`config.mk`:
```
export PLATFORM = sky130hd
export DESIGN_NAME = gcd_engine
export DESIGN_NICKNAME = d
export VERILOG_FILES = /design/src/rtl/gcd_engine.sv
export SDC_FILE = /design/constraint.sdc
export NUM_CORES = 1
export LEC_CHECK = 0
export BUFFER_PORTS_ARGS = -buffer_cell sky130_fd_sc_hd__buf_2
export CAP_MARGIN = 15
export CORE_ASPECT_RATIO = 0.8
export CORE_MARGIN = 8
export CORE_UTILIZATION = 36
export DETAILED_ROUTE_END_ITERATION = 16
export GPL_ROUTABILITY_DRIVEN = 1
export PLACE_DENSITY = 0.62
export RECOVER_POWER = 25
export SYNTH_ARGS = -nofsm -noshare
export SYNTH_HDL_FRONTEND = slang
export SYNTH_SLANG_ARGS = --single-unit
export TNS_END_PERCENT = 50
```
`constraint.sdc`:
```
create_clock -name clk -period 3 [get_ports clk]
set_input_delay 0.45 -clock clk [delete_from_list [all_inputs] [get_ports clk]]
set_output_delay 0.45 -clock clk [all_outputs]
set_load 0.02 [all_outputs]
```
`src/rtl/gcd_engine.sv`:
```
// GCD by repeated subtraction: operands load in parallel on start, busy covers the
// whole operation, done pulses once, and result/iter_count hold until the next completion.
module gcd_engine #(
  parameter int WIDTH = 16,
  parameter int CNT_W = WIDTH
) (
  input  logic             clk,
  input  logic             rst,
  input  logic             start,
  input  logic [WIDTH-1:0] a_in,
  input  logic [WIDTH-1:0] b_in,
  output logic [WIDTH-1:0] result,
  output logic [CNT_W-1:0] iter_count,
  output logic             busy,
  output logic             done
);

  typedef enum logic [1:0] {
    IDLE = 2'd0,
    RUN  = 2'd1,
    DONE = 2'd2
  } state_t;

  localparam logic [WIDTH-1:0] ZERO_W  = {WIDTH{1'b0}};
  localparam logic [CNT_W-1:0] ZERO_C  = {CNT_W{1'b0}};
  localparam logic [CNT_W-1:0] CNT_MAX = {CNT_W{1'b1}};

  state_t           state_r, state_s;
  logic [WIDTH-1:0] a_r, a_s;
  logic [WIDTH-1:0] b_r, b_s;
  logic [WIDTH-1:0] result_r, result_s;
  logic [CNT_W-1:0] cnt_r, cnt_s;
  logic [CNT_W-1:0] iter_r, iter_s;
  logic             busy_r, busy_s;
  logic             done_r, done_s;
  logic [CNT_W-1:0] cnt_inc_s;

  // Saturating step counter: stays at all-ones instead of wrapping.
  assign cnt_inc_s = (cnt_r == CNT_MAX) ? cnt_r : (cnt_r + CNT_W'(1));

  // Next-state and datapath update; every register holds unless a state changes it.
  always_comb begin
    state_s  = state_r;
    a_s      = a_r;
    b_s      = b_r;
    result_s = result_r;
    cnt_s    = cnt_r;
    iter_s   = iter_r;
    busy_s   = busy_r;
    done_s   = 1'b0;
    case (state_r)
      IDLE: begin
        if (start) begin
          a_s     = a_in;
          b_s     = b_in;
          cnt_s   = ZERO_C;
          busy_s  = 1'b1;
          state_s = RUN;
        end else begin
          state_s = IDLE;
        end
      end
      RUN: begin
        // A zero operand ends the run with the other operand (gcd(x,0)=x, gcd(0,0)=0).
        if ((a_r == ZERO_W) || (b_r == ZERO_W) || (a_r == b_r)) begin
          result_s = a_r | b_r;
          iter_s   = cnt_r;
          busy_s   = 1'b0;
          done_s   = 1'b1;
          state_s  = DONE;
        end else if (a_r > b_r) begin
          a_s   = a_r - b_r;
          cnt_s = cnt_inc_s;
        end else begin
          b_s   = b_r - a_r;
          cnt_s = cnt_inc_s;
        end
      end
      DONE: begin
        state_s = IDLE;
      end
      default: begin
        state_s = IDLE;
        busy_s  = 1'b0;
      end
    endcase
  end

  // State and datapath registers with synchronous reset.
  always_ff @(posedge clk) begin
    if (rst) begin
      state_r  <= IDLE;
      a_r      <= ZERO_W;
      b_r      <= ZERO_W;
      result_r <= ZERO_W;
      cnt_r    <= ZERO_C;
      iter_r   <= ZERO_C;
      busy_r   <= 1'b0;
      done_r   <= 1'b0;
    end else begin
      state_r  <= state_s;
      a_r      <= a_s;
      b_r      <= b_s;
      result_r <= result_s;
      cnt_r    <= cnt_s;
      iter_r   <= iter_s;
      busy_r   <= busy_s;
      done_r   <= done_s;
    end
  end

  assign result     = result_r;
  assign iter_count = iter_r;
  assign busy       = busy_r;
  assign done       = done_r;

endmodule

```
* Yosys cells after proc, flatten, opt, wreduce, memory -nomap -nowiden *
Index checks and enable logic that the tools add are counted.

word-level totals
  bits of input ports = 35
  register bits after elaboration = 84

cells by class
  order comparisons = 1
  add/subtract/negate cells = 3
  mux-type cells = 19
  reductions and logical operators = 12
  equal/unequal tests = 10
  bitwise gates (word level) = 3

operators with widths
  operator                                        number
  two-way mux 16 bit                              9
  one-hot mux 16 bit (2 select lines)             3
  logical NOT 16 bit                              2
  subtractor 16 bit                               2
  adder 16 x 1 -> 16 bit (second input constant)  1
  == test 16 bit                                  1
  == test 16 bit (second input constant)          1
  greater-than comparator 16 bit                  1
  OR 16 bit                                       1
  != test 2 bit (second input constant)           6
  AND reduction 4 bit                             3
  two-way mux 1 bit                               4
  one-hot mux 2 bit (2 select lines)              1
  one-hot mux 1 bit (3 select lines)              1
  AND reduction 3 bit                             1
  == test 2 x 1 -> 1 bit (second input constant)  1
  == test 2 bit (second input constant)           1
  logical NOT 2 bit                               1
  logical OR 1 bit                                2
  two-way mux 2 bit                               1
  NOT 1 bit                                       2
  AND reduction 2 bit                             1
  nonzero test 2 bit                              1
  OR reduction 2 bit                              1

* Logic depth before layout (Yosys ltp) *
  depth after elaboration = 5
  mapped depth = 12
  depth with buffers taken out = 10

* Worst setup path after synthesis *
OpenSTA, ideal clock, no wires.

  path kind = flip-flop to flip-flop
  from = register a_r[0]
  to = register a_r[10]
  path buffers = 1
  arrival = 2667 ps
  slack = 246 ps
  cell stages (with the launch flop) = 12
  path through = dfxtp_1 -> inv_1 -> ha_1 -> fa_1 -> o21bai_1 -> o2111ai_1 -> a31oi_2 -> a211oi_1 -> o31ai_4 -> buf_2 -> o211ai_1 -> o31ai_1

between the ends
  cells in the longest elaborated chain, start to end = 5
  elaborated cells on any way between the ends = 12
  those cells by class = add/sub (1); order compare (1); eq/ne (3); mux (3); reduce/logical (4)

RTL lines
  item                                                                       line  source
  start: declaration                                                         29    logic [WIDTH-1:0] a_r, a_s;
  start signal: assignment                                                   102   a_r <= a_s;
  parallel branches: the longest is 5 deep, another holds subtractor 16 bit  n/a

Parallel ways; which one is timed is not known. The select of a mux whose other input is x is not followed.
A chain may end at the register's enable or synchronous reset.

* Final worst setup path *
  from = register b_r[11]
  to = register cnt_r[14]

between the ends
  cells in the longest elaborated chain, start to end = 5
  elaborated cells on any way between the ends = 6
  those cells by class = eq/ne (2); reduce/logical (4)

RTL lines
  item                               line  source
  start: declaration                 30    logic [WIDTH-1:0] b_r, b_s;
  start signal: assignment           103   b_r <= b_s;
  logical NOT 16 bit                 65    if ((a_r == ZERO_W) || (b_r == ZERO_W) || (a_r == b_r)) begin
  logical OR 1 bit                   65
  logical OR 1 bit (*)               65
  != test 2 bit (no line) (*)        n/a
  AND reduction 4 bit (no line) (*)  n/a
  end signal: assignment             105   cnt_r <= cnt_s;
  end: declaration                   32    logic [CNT_W-1:0] cnt_r, cnt_s;

Mark *: on every way between the ends. The rest lies on a longest branch, timed or not.

==> qor.yml <==
status:
  status: "complete, no violations"
detailed_routing:
  routed_wl_mm: 16.73
  dr.pass1.iters: 4
  drc_errors: 0
  vias_per_cell: 5.308
  route.vias.total: 5112
  dr.first_iter.drc_count: 426
  wl_per_cell_um: 17.38
  ant_nets: 0
clocking:
  cts_tree: "yes"
  clkSinkCount: 84
  clockBufferDepth: 2
  clkTransAtPathRegs_ns: 0.07
  root_buffer: "clkbuf_16"
  cts_hold_buf: 0
  numCtsBuffers: 9
  insertion_delay_ns: 0.35
  cts_htree_levels: 3
setup_path:
  critical_path_peak_fanout: 13
  cpMaxStageDelayCell: "or4_4"
  crit_buf_inv: 3
  cp_common_cell: "a21oi_2"
  critPathTopFamily: "simple AND/OR/NAND/NOR gates"
  cp.required_ns: 3.25
  crit_chain: "inv_1 -> ha_1 -> or4_4 -> nor4_4 -> a21oi_2 -> a21oi_2 -> buf_4 -> buf_12 -> nor2_1 -> nand4_1 -> mux2_2"
  cp.arrival_ns: 3.13
  critPathCaptureType: "flop"
  start_kind: "flop"
  max_stage_delay_ns: 0.53
  crit_type: "reg2reg"
synth:
  synthArstFlopShare: 0
  syn-cell-area_sq_mm: 0.005473
  synth_cell_type_count: 66
  synth_edf_count: 0
  synth_nets: 775
  ys_warn_count: 0
  ys_ff_latch: 84
  seq_area_frac_synth: 0.3073
  syn_inst: 690
  ys.flop_type: "dfxtp_1"
  syn-mean-instance-area_sq_um: 7.932
sta:
  report.final.hold_viol_count: 0
  slew_violations: 0
  fin_tns_setup_ns: 0
  setup_viol: 0
  hold_ws_ns: 0.3629
  fmax_mhz: 346.7
  fin_crit_sh: 0.9614
  relSlewSlack: 0.6255
  clock-skew-final_ns: 0.01001
  post-route-min-period_ns: 2.884
  worst_slew_pin_slew_ns: 0.5566
placed_design:
  port_buffers: 68
  dp_hpwl_mm: 12.65
  place_congestion: 0.9514
global_routing:
  grt_max_degree: 73
  grt_use_total: 0.1691
  antenna_found_initial: 0
  grt-ovfl-total: 0
  grt_pass1_wl_mm: 26.20
  grt_pass1_vias: 4599
final_layout:
  final_common_cell: "nor2_1"
  area_growth_pct: 20.23
  drive_gt1_frac: 0.1615
  antenna_cells: 0
  final_cell_mix: "nor2_1 (88), dfxtp_1 (79), nand2_1 (71)"
  nets: 854
power:
  p_leak_nw: 2.575
  ir_worst_vdd_mv: 0.4547
  power.density_mw_per_mm2: 1423
die:
  die_w_um: 153.9
  num_rows: 40
  coreArea_sq_mm: 0.01496
  die_y_um: 126.3
  start_util: 0.3657
  die-area_sq_mm: 0.01943
  ios: 69
run:
  drv_cap: 0
hold_path:
  hp-class: "in2reg"
-- layer usage --
metal / wire length [um] / GRT usage
met1: 9014 / 0.2677
met2: 6493 / 0.2203
met3: 1086 / 0.04170
met4: 138 / 0.02933
met5: 0 / 0
-- worst reg2reg max path, cell delays in order (launching register included) --
cell and delay, ns:
dfxtp_1 0.36, inv_1 0.10, ha_1 0.32, or4_4 0.53, nor4_4 0.39, a21oi_2 0.14
a21oi_2 0.16, buf_4 0.15, buf_12 0.12, nor2_1 0.09, nand4_1 0.11, mux2_2 0.33
-- through the flow --
| step | setup WS, ns | utilization | area [sq um] | total power, mW | std cells |
|---|---|---|---|---|---|
| floorplan | 0.2458 | - | 5473 | 5.876 | 690 |
| global placement | 0.07292 | 0.4134 | 6186 | 7.781 | 943 |
| detailed placement | 0.06531 | 0.4134 | 6186 | 7.721 | 943 |
| CTS | 0.04433 | 0.4339 | 6492 | 8.951 | 959 |
| global route | -0.02816 | 0.4397 | 6580 | 10.00 | 963 |
| finish | 0.1157 | 0.4397 | 6580 | 9.367 | 963 |
-- Yosys cell counts (3+ instances only) --
cell type | n | area (sq um)
nor4_1 | 12 | 75.07
and2_1 | 4 | 25.02
a31oi_1 | 5 | 31.28
xnor2_1 | 36 | 315.3
nor3_1 | 17 | 85.08
nand2b_1 | 12 | 75.07
clkbuf_1 | 19 | 71.32
mux2i_1 | 5 | 50.05
a21o_1 | 4 | 30.03
or2_2 | 4 | 25.02
o211ai_1 | 8 | 60.06
inv_1 | 50 | 187.7
o31ai_1 | 8 | 60.06
nor2b_1 | 11 | 68.82
ha_1 | 48 | 600.6
nand3_1 | 9 | 45.04
a221oi_1 | 5 | 43.79
o21bai_1 | 3 | 22.52
a21boi_0 | 3 | 22.52
nor2_1 | 90 | 337.8
and3_1 | 7 | 43.79
o2111ai_1 | 4 | 35.03
a211oi_1 | 28 | 210.2
a211o_1 | 9 | 78.83
nand4_1 | 6 | 37.54
dfxtp_1 | 84 | 1682
a21oi_1 | 45 | 225.2
xor2_1 | 3 | 26.28
buf_2 | 14 | 70.07
nand2_1 | 71 | 266.5
a311oi_1 | 4 | 35.03
o21ai_0 | 19 | 95.09
a2111oi_0 | 3 | 26.28
-- logic make-up after synthesis --
group | share of synthesized area
compound gates | 0.2151
xor+xnor | 0.06241
fa+ha+maj | 0.1171
buf+inv | 0.06630
flops | 0.3073
mux | 0.01326
simple gates | 0.2186
-- area by class of cell --
| class | instances | area [sq um] |
|---|---|---|
| clock buffers | 9 | 225.2 |
| clock inverters | 7 | 81.33 |
| fillers | 1489 | 8384 |
| inverters | 51 | 191.4 |
| multi-input cells | 518 | 3517 |
| flip-flops and latches | 84 | 1688 |
| well taps | 189 | 236.5 |
| repair buffers | 105 | 640.6 |
-- power breakdown --
group / leakage (nW) / internal, mW / total, mW / switching (mW)
sequential: 0.686 / 1.40 / 1.66 / 0.260
combinational: 1.74 / 2.70 / 6.54 / 3.83
clock: 0.153 / 0.660 / 1.17 / 0.511
total: 2.57 / 4.76 / 9.37 / 4.60
-- state kept, by name, indices dropped and copies added (netlist names) --
name,flops
a_r,16
b_r,16
cnt_r,16
iter_count,16
result,16
state_r,2
busy,1
done,1
-- repair_timing --
action	4_1_cts	5_1_grt
setup buffers	0	4
setup endpoints to repair	0	34
resized for setup	0	23
-- worst paths after layout --
| path | from | slack (ns) | cells past startpoint | end |
|---|---|---|---|---|
| setup reg to reg | b_r[11] | 0.12 | 11 | cnt_r[14] |
| setup / recovery | b_r[11] | 0.12 | 11 | cnt_r[14] |
| hold / removal | a_in[0] | 0.36 | 3 | a_r[0] |
| hold reg to reg | iter_count[15] | 0.46 | 2 | iter_count[15] |
Note: power is estimated with default switching activity, not from simulation.
